===== config.mk =====
export PLATFORM = sky130hd
export DESIGN_NAME = mouse_packet_accumulator
export DESIGN_NICKNAME = d
export VERILOG_FILES = /design/src/rtl/mouse_pkg.sv /design/src/rtl/sat_add_signed.sv /design/src/rtl/mouse_packet_accumulator.sv
export SDC_FILE = /design/constraint.sdc
export NUM_CORES = 1
export LEC_CHECK = 0
export ABC_AREA = 1
export CAP_MARGIN = 20
export CORE_MARGIN = 10
export CORE_UTILIZATION = 35
export DETAILED_ROUTE_END_ITERATION = 7
export GPL_ROUTABILITY_DRIVEN = 0
export PLACE_DENSITY = 0.5
export SYNTH_ARGS = -nofsm -noshare
export SYNTH_HDL_FRONTEND = slang
export SYNTH_SLANG_ARGS = --single-unit

===== constraint.sdc =====
create_clock -name clk -period 3.2 [get_ports clk]
set_clock_uncertainty 0.2 [all_clocks]
set_input_delay 0.96 -clock clk [delete_from_list [all_inputs] [get_ports clk]]
set_output_delay 0.96 -clock clk [all_outputs]
set_load 0.02 [all_outputs]

===== src/rtl/mouse_pkg.sv =====
// Shared constants for the PS/2 mouse packet accumulator: FSM state codes,
// PS/2 control bytes, header bit positions and the per-axis delta decoder.
package mouse_pkg;

    // Packet assembly states, kept as plain vectors for legacy tool flows.
    localparam logic [1:0] S_HDR = 2'd0;
    localparam logic [1:0] S_X   = 2'd1;
    localparam logic [1:0] S_Y   = 2'd2;
    localparam logic [1:0] S_Z   = 2'd3;

    // Control bytes the device sends outside packets.
    localparam logic [7:0] PS2_ACK = 8'hFA;
    localparam logic [7:0] PS2_BAT = 8'hAA;

    // Header byte bit positions.
    localparam int HDR_BTN_L   = 0;
    localparam int HDR_BTN_R   = 1;
    localparam int HDR_BTN_M   = 2;
    localparam int HDR_ALWAYS1 = 3;
    localparam int HDR_X_SIGN  = 4;
    localparam int HDR_Y_SIGN  = 5;
    localparam int HDR_X_OVF   = 6;
    localparam int HDR_Y_OVF   = 7;

    // Turns one axis byte plus its header sign/overflow bits into a signed
    // delta. An overflowed axis reports the extreme of its direction.
    function automatic logic signed [9:0] axis_delta(input logic       sgn,
                                                     input logic       ovf,
                                                     input logic [7:0] b);
        if (ovf) begin
            return sgn ? -10'sd256 : 10'sd255;
        end
        return $signed({sgn, sgn, b});
    endfunction

endpackage


===== src/rtl/sat_add_signed.sv =====
// Saturating two's-complement adder: the result clamps to the most positive
// or most negative W-bit value instead of wrapping.
module sat_add_signed #(
    parameter int W = 12
) (
    input  logic signed [W-1:0] a_i,
    input  logic signed [W-1:0] b_i,
    output logic signed [W-1:0] sum_o
);

    logic signed [W:0] wide;

    // Add one bit wider, then clamp when the top two bits disagree.
    always_comb begin
        wide = {a_i[W-1], a_i} + {b_i[W-1], b_i};
        if (wide[W] != wide[W-1]) begin
            sum_o = wide[W] ? {1'b1, {(W-1){1'b0}}} : {1'b0, {(W-1){1'b1}}};
        end else begin
            sum_o = wide[W-1:0];
        end
    end

endmodule


===== src/rtl/mouse_packet_accumulator.sv =====
// PS/2 mouse packet accumulator. Assembles 3/4-byte packets from the byte
// receiver, sums X/Y motion between move ticks with saturation, and presents
// a held magnitude+direction velocity per tick. Resyncs on mid-packet idle.
// Assumes ACC_W >= 10 and VEL_W <= ACC_W+1.
//
// Handshake: byte_rdy and move_tick are levels from other logic; only their
// rising edge (after a 2-FF sampler) means anything. byte_data must be stable
// while byte_rdy is high. pkt_valid and pkt_err are single-cycle pulses with
// no back-pressure; all other outputs are held registers.
module mouse_packet_accumulator
    import mouse_pkg::*;
#(
    parameter int PKT_BYTES   = 4,
    parameter int ACC_W       = 12,
    parameter int VEL_W       = 10,
    parameter int VEL_SHIFT   = 0,
    parameter int TIMEOUT_CYC = 100000
) (
    input  logic             clk,
    input  logic             rst,
    input  logic             byte_rdy,
    input  logic [7:0]       byte_data,
    input  logic             move_tick,
    output logic             pkt_valid,
    output logic             btn_left,
    output logic             btn_right,
    output logic             btn_middle,
    output logic [VEL_W-1:0] vel_x_mag,
    output logic             vel_x_neg,
    output logic [VEL_W-1:0] vel_y_mag,
    output logic             vel_y_down,
    output logic [3:0]       wheel,
    output logic             pkt_err,
    output logic [1:0]       dbg_state
);

    localparam int MAG_W   = ACC_W + 1;
    localparam int TO_W    = $clog2(TIMEOUT_CYC + 2);
    localparam int TO_LAST = (TIMEOUT_CYC > 0) ? TIMEOUT_CYC - 1 : 0;
    localparam logic [MAG_W-1:0] VEL_CAP = MAG_W'((64'd1 << VEL_W) - 64'd1);

    // Edge samplers
    logic [1:0] byte_samp_q, tick_samp_q;
    logic       byte_rise, tick_rise;

    // Packet assembly
    logic [1:0]      state_q, state_d;
    logic [2:0]      hdr_btn_q, hdr_btn_d;
    logic [1:0]      hdr_sign_q, hdr_sign_d;   // [0]=X, [1]=Y
    logic [1:0]      hdr_ovf_q, hdr_ovf_d;     // [0]=X, [1]=Y
    logic [7:0]      x_q, x_d, y_q, y_d;
    logic [TO_W-1:0] to_cnt_q, to_cnt_d;
    logic            pkt_done, hdr_err, to_hit;
    logic [3:0]      wheel_d;

    // Accumulation
    logic signed [9:0]       dx, dy;
    logic signed [ACC_W-1:0] acc_x_q, acc_y_q, acc_x_d, acc_y_d;
    logic signed [ACC_W-1:0] base_x, base_y, inc_x, inc_y;

    // Output registers
    logic             pkt_valid_q, pkt_err_q;
    logic [2:0]       btn_q;
    logic [3:0]       wheel_q;
    logic [VEL_W-1:0] vel_x_q, vel_y_q;
    logic             vel_x_neg_q, vel_y_down_q;

    // |a| >> VEL_SHIFT clamped to the output width; computed one bit wider so
    // the most negative accumulator value has a representable magnitude.
    function automatic logic [VEL_W-1:0] vel_mag(input logic signed [ACC_W-1:0] a);
        logic signed [MAG_W-1:0] wide;
        logic [MAG_W-1:0]        mag;
        logic [MAG_W-1:0]        sh;
        wide = {a[ACC_W-1], a};
        mag  = wide[MAG_W-1] ? -wide : wide;
        sh   = mag >> VEL_SHIFT;
        if (sh > VEL_CAP) begin
            return '1;
        end
        return sh[VEL_W-1:0];
    endfunction

    assign byte_rise = (byte_samp_q == 2'b01);
    assign tick_rise = (tick_samp_q == 2'b01);

    // Packet FSM: one step per received byte, idle timeout while mid-packet.
    always_comb begin
        state_d    = state_q;
        hdr_btn_d  = hdr_btn_q;
        hdr_sign_d = hdr_sign_q;
        hdr_ovf_d  = hdr_ovf_q;
        x_d        = x_q;
        y_d        = y_q;
        to_cnt_d   = to_cnt_q;
        pkt_done   = 1'b0;
        hdr_err    = 1'b0;
        to_hit     = 1'b0;
        if (byte_rise) begin
            to_cnt_d = '0;
            case (state_q)
                S_HDR: begin
                    if (byte_data == PS2_ACK || byte_data == PS2_BAT) begin
                        state_d = S_HDR;
                    end else if (!byte_data[HDR_ALWAYS1]) begin
                        hdr_err = 1'b1;
                    end else begin
                        hdr_btn_d  = {byte_data[HDR_BTN_M], byte_data[HDR_BTN_R],
                                      byte_data[HDR_BTN_L]};
                        hdr_sign_d = {byte_data[HDR_Y_SIGN], byte_data[HDR_X_SIGN]};
                        hdr_ovf_d  = {byte_data[HDR_Y_OVF], byte_data[HDR_X_OVF]};
                        state_d    = S_X;
                    end
                end
                S_X: begin
                    x_d     = byte_data;
                    state_d = S_Y;
                end
                S_Y: begin
                    y_d = byte_data;
                    if (PKT_BYTES == 4) begin
                        state_d = S_Z;
                    end else begin
                        state_d  = S_HDR;
                        pkt_done = 1'b1;
                    end
                end
                default: begin
                    state_d  = S_HDR;
                    pkt_done = 1'b1;
                end
            endcase
        end else if (state_q != S_HDR && TIMEOUT_CYC != 0) begin
            if (to_cnt_q == TO_W'(TO_LAST)) begin
                to_hit   = 1'b1;
                state_d  = S_HDR;
                to_cnt_d = '0;
            end else begin
                to_cnt_d = to_cnt_q + 1'b1;
            end
        end
    end

    // Packet deltas and adder operands: a tick clears the running sum, and a
    // packet finishing in the same cycle seeds the cleared sum.
    always_comb begin
        dx      = axis_delta(hdr_sign_q[0], hdr_ovf_q[0], x_q);
        dy      = axis_delta(hdr_sign_q[1], hdr_ovf_q[1], y_d);
        wheel_d = (PKT_BYTES == 4) ? byte_data[3:0] : 4'd0;
        base_x  = tick_rise ? '0 : acc_x_q;
        base_y  = tick_rise ? '0 : acc_y_q;
        inc_x   = pkt_done ? ACC_W'(dx) : '0;
        inc_y   = pkt_done ? ACC_W'(dy) : '0;
    end

    sat_add_signed #(.W(ACC_W)) u_add_x (
        .a_i  (base_x),
        .b_i  (inc_x),
        .sum_o(acc_x_d)
    );

    sat_add_signed #(.W(ACC_W)) u_add_y (
        .a_i  (base_y),
        .b_i  (inc_y),
        .sum_o(acc_y_d)
    );

    // State, accumulators and held outputs.
    always_ff @(posedge clk) begin
        if (rst) begin
            byte_samp_q  <= '0;
            tick_samp_q  <= '0;
            state_q      <= S_HDR;
            hdr_btn_q    <= '0;
            hdr_sign_q   <= '0;
            hdr_ovf_q    <= '0;
            x_q          <= '0;
            y_q          <= '0;
            to_cnt_q     <= '0;
            acc_x_q      <= '0;
            acc_y_q      <= '0;
            pkt_valid_q  <= 1'b0;
            pkt_err_q    <= 1'b0;
            btn_q        <= '0;
            wheel_q      <= '0;
            vel_x_q      <= '0;
            vel_y_q      <= '0;
            vel_x_neg_q  <= 1'b0;
            vel_y_down_q <= 1'b0;
        end else begin
            byte_samp_q <= {byte_samp_q[0], byte_rdy};
            tick_samp_q <= {tick_samp_q[0], move_tick};
            state_q     <= state_d;
            hdr_btn_q   <= hdr_btn_d;
            hdr_sign_q  <= hdr_sign_d;
            hdr_ovf_q   <= hdr_ovf_d;
            x_q         <= x_d;
            y_q         <= y_d;
            to_cnt_q    <= to_cnt_d;
            acc_x_q     <= acc_x_d;
            acc_y_q     <= acc_y_d;
            pkt_valid_q <= pkt_done;
            pkt_err_q   <= hdr_err | to_hit;
            if (pkt_done) begin
                btn_q   <= hdr_btn_q;
                wheel_q <= wheel_d;
            end
            if (tick_rise) begin
                vel_x_q      <= vel_mag(acc_x_q);
                vel_y_q      <= vel_mag(acc_y_q);
                vel_x_neg_q  <= acc_x_q[ACC_W-1];
                vel_y_down_q <= acc_y_q[ACC_W-1];
            end
        end
    end

    assign pkt_valid  = pkt_valid_q;
    assign pkt_err    = pkt_err_q;
    assign btn_left   = btn_q[0];
    assign btn_right  = btn_q[1];
    assign btn_middle = btn_q[2];
    assign wheel      = wheel_q;
    assign vel_x_mag  = vel_x_q;
    assign vel_y_mag  = vel_y_q;
    assign vel_x_neg  = vel_x_neg_q;
    assign vel_y_down = vel_y_down_q;
    assign dbg_state  = state_q;

endmodule


==> summary.md <==
| Metric | Value |
|---|---|
| Largest family of logic cells by synthesized area | simple AND/OR/NAND/NOR gates |
| Final core utilization | between 40% and 50% |
| R2R setup slack | 0.25 ns |
| CTS buffer count | 9 |
| Grt met3 use | roughly 2.8% |
| Count of different cell masters after synthesis | 38 |
| Clock tree buffer depth | 2 |
| Worst slew pin tran | approximately 0.5 ns |
| Setup crit end | acc_y_q[2]$_SDFF_PP0_ |
| Vias in the first global route | approximately 5,300 |
| Largest net degree at the start of global routing | 32 |
| GRT met2 Usage | between 20 and 25% |
| Initial drt markers | 231 |
| CP delay by family, top | simple AND/OR/NAND/NOR gates |
| Critical Path Most Common Cell | nand2_1 |
| Hold Violations, Final | 0 |
| Cells after DPL | around 1,100 |
| Most frequent cells in the layout | nand2_1 (159), nor2_1 (110), inv_1 (103) |
| Post-synthesis simple-gate area fraction | between 20% and 30% |
| Crit-path cells | clkdlybuf4s50_1 -> inv_2 -> nor2_1 -> a21oi_2 -> nand2_1 -> nand2_1 -> inv_1 -> ha_1 -> nand2_1 -> nand2_1 -> nand2_1 -> nand2_1 -> nand2_2 -> nand4_1 -> nand2_2 -> nand2_4 -> nand2_1 -> nor2_1 |
| Xor and xnor area share after synthesis | 4.35% |
| Register bit count reported by yosys | around 100 |
| Slowest-stage cell, CP | clkdlybuf4s50_1 |
| Pwr Density | ~370 nW/um^2 |
| ANT nets after route | 0 |
| Outcome | finished, final reports clean |
| Sw frac | about a quarter |
| Flop pwr share | between 40% and 50% |
| Reg clk slew, reported paths | about 0.070 ns |
| Clock network power share | 42.7% |
| Crit path capture type | flip-flop |
| Worst vdd ir | 0.237 mV |
| Core ar. | between 15,000 and 20,000 sq um |
| Final min period | approximately 3.0 ns |
| CTS tree | built |
| Reg2Reg Launch Point | dbg_state[0]$_SDFFE_PP0P_ |
| Final worst path period share | 93.7% |
| TritonCTS Sinks | 101 |
| Slew headroom | about two thirds |
| # DRC | 0 |
| Register area share after synthesis | 34.6% |
| CTS root buf | clkbuf_16 |
| Share of cells above drive strength 1 | between 10% and 20% |
| Routed length per instance | around 13 um |
| GR Util met1 | around 18% |
| Initial antenna violation count | 0 |
| I/O Pins | 45 |
| Worst skew pair latency | roughly 0.35 ns |
| Die area | 22,300 sq um |
| Mux share of post-synthesis cell area | less than 1% |
| Internal power | approximately 2.0 mW |
| Critical path launch point | byte_data[4] |
| Ant diodes | 0 |
| Levels on crit path | 18 |
| First-pass DRT Iterations | 5 |
| Max cap viols | 0 |
| Buffers and inverters on the worst path | 3 |
| Crit path required time | about 3.3 ns |
| Arrival time of the worst setup path | 3.05 ns |
| Grt ovf | 0 |
| Yosys Warn Count | 0 |
| Average cell area after synthesis | slightly below 7 sq um |
| Synth Area in Adders | 7.33% |
| Number of nets in the layout | between 900 and 1,000 |
| FF-to-FF path depth | 17 |
| Vias | between 5,000 and 6,000 |
| Slew Viols, Final | 0 |
| Fmax | around 330 MHz |
| HP Class | flip-flop to flip-flop |
| I/O Buffers | 44 |
| Cell Area, Synth | approximately 5800 sq um |
| Synth Area in Compound Gates | about 15% |
| Non-Filler Instances | around 1,200 |
| Crit Path Class | primary input to flip-flop |
| Htree depth | 3 |
| Max FO, Critical Path | 5 |
| Setup TNS | 0 ns |
| Final setup fails | 0 |
| Pleak | 3.30 nW |
| Post-synthesis net count | 900 |
| Initial Utilization | between 30% and 40% |
| Die Height | between 100 and 150 um |
| CP max stage delay | ~0.45 ns |
| Global-route wire length before repair | 25,400 um |
| Switch Pwr | ~0.67 mW |
| Final HPWL DP | roughly 12,000 um |
| GRT Resource Usage Total | 13.8% |
| Die extent in x | 149 um |
| Final wirelength | between 10,000 and 15,000 um |
| Crit path launch type | primary input |
| Post-CTS Hold Buffers | 0 |
| Top Usage Layer GRT | met2 |
| Cell Rows | 47 |
| Cells after Synth | 855 |
| Area Overhead vs Synth | 25.0% |
| Vias per cell | between 4 and 5 |
| Commonest non-fill, non-tap cell in the layout | nand2_1 |
| Combinational Power Share | roughly 8.4% |
| Reg-to-reg critical path endpoint | acc_x_q[2]$_SDFF_PP0_ |
-- synthesized netlist by cell type (all sizes together) --
cell type / instances / area [sq um]
o21a: 2 / 15.0
nor3: 16 / 85.1
o21bai: 1 / 7.51
mux2i: 2 / 20.0
and3: 1 / 6.26
nor2: 119 / 454
clkinv: 2 / 7.51
clkbuf: 13 / 48.8
a31oi: 11 / 68.8
a21oi: 91 / 504
dfxtp: 101 / 2020
nand4: 15 / 100
xor2: 21 / 184
nand3: 55 / 300
a211oi: 2 / 15.0
ha: 31 / 388
nand2: 180 / 706
nor3b: 2 / 15.0
fa: 2 / 40.0
xnor2: 8 / 70.1
a21o: 1 / 7.51
inv: 110 / 413
o21ai: 52 / 272
or2: 1 / 6.26
nor4: 4 / 25.0
buf: 12 / 60.1
-- per-stage QoR --
stage | hold slack [ns] | area [sq um] | power [mW] | setup slack (ns)
global placement | 0.244 | 6800 | 1.56 | -0.383
CTS | 0.259 | 7130 | 2.71 | 0.00121
detailed placement | 0.247 | 6800 | 1.56 | -0.408
finish | 0.255 | 7300 | 2.67 | 0.200
global route | 0.288 | 7300 | 2.78 | -0.00116
floorplan | 0.211 | 5840 | 1.45 | 0.0659
-- registers in the layout, indices dropped and copies added (netlist names) --
| name | cells |
|---|---|
| acc_x_q | 12 |
| acc_y_q | 12 |
| btn_q | 3 |
| byte_samp_q | 2 |
| dbg_state | 2 |
| hdr_btn_q | 3 |
| hdr_ovf_q | 2 |
| hdr_sign_q | 2 |
| pkt_err | 1 |
| pkt_valid | 1 |
| tick_samp_q | 2 |
| to_cnt_q | 17 |
| vel_x_mag | 10 |
| vel_x_neg | 1 |
| vel_y_down | 1 |
| vel_y_mag | 10 |
| wheel | 4 |
| x_q | 8 |
| y_q | 8 |
-- routing by layer --
metal  part of all wire [%]  up-vias  wire length (um)
li1                       -     2950                 -
met1                     50     2421              7530
met2                     46       57              6820
met3                    2.7       11               404
met4                    1.3        0               196
met5                      0        -                 0
-- worst min path at each step --
stage                         startpoint                         to  slack (ns)  depth (start not counted)
2_1_floorplan  tick_samp_q[0]$_SDFF_PP0_  tick_samp_q[1]$_SDFF_PP0_        0.21                          2
3_3_place_gp         x_q[0]$_SDFFE_PP0P_        x_q[0]$_SDFFE_PP0P_        0.24                          2
3_5_place_dp         x_q[7]$_SDFFE_PP0P_        x_q[7]$_SDFFE_PP0P_        0.25                          2
4_1_cts              x_q[7]$_SDFFE_PP0P_        x_q[7]$_SDFFE_PP0P_        0.26                          2
5_1_grt              x_q[0]$_SDFFE_PP0P_        x_q[0]$_SDFFE_PP0P_        0.29                          2
6_report             x_q[5]$_SDFFE_PP0P_        x_q[5]$_SDFFE_PP0P_        0.25                          2
-- repair_timing --
| item | 4_1_cts | 5_1_grt |
|---|---|---|
| resized for setup | 3 | 43 |
| setup endpoints to repair | 4 | 23 |
| setup buffers | 0 | 2 |
| cloned | 1 | 1 |
| pin swaps | 1 | 2 |
-- worst register-to-register path: cells and delay by family, from the launching register on --
family | cells | cell delay, ns
and+or+nand+nor | 8 | 0.82
DFF | 1 | 0.37
adders and majority gates | 3 | 0.79
AOI/OAI and AO/OA | 3 | 0.45
buffers and inverters | 3 | 0.24
-- cell type report --
| class | count | area, sq um |
|---|---|---|
| clock buffer | 9 | 225 |
| clock inverter | 7 | 83.8 |
| fill | 1766 | 9170 |
| inverter | 112 | 420 |
| multi-input combinational | 619 | 3470 |
| sequential | 101 | 2020 |
| tap | 220 | 275 |
| timing repair buffer | 91 | 806 |
-- power groups by stage --
stage                     Clock [mW]  Combinational [mW]  Sequential, mW
after global routing            1.22               0.253            1.31
final                           1.14               0.225            1.30
after floorplan                    0              0.0974            1.35
after global placement             0               0.226            1.33
after detailed placement           0               0.227            1.33
after CTS                       1.18               0.228            1.30
-- logic make-up (layout without fill, tap and decap cells) --
| kind of cell | Yosys count | after routing |
|---|---|---|
| and+or+nand+nor | 393 | 395 |
| AOI/OAI and AO/OA | 160 | 160 |
| buffers and inverters | 137 | 219 |
| DFF | 101 | 101 |
| adders and majority gates | 33 | 33 |
| xor gates and xnor gates | 29 | 29 |
| muxes | 2 | 2 |
Power figures use the tool's default switching activity.
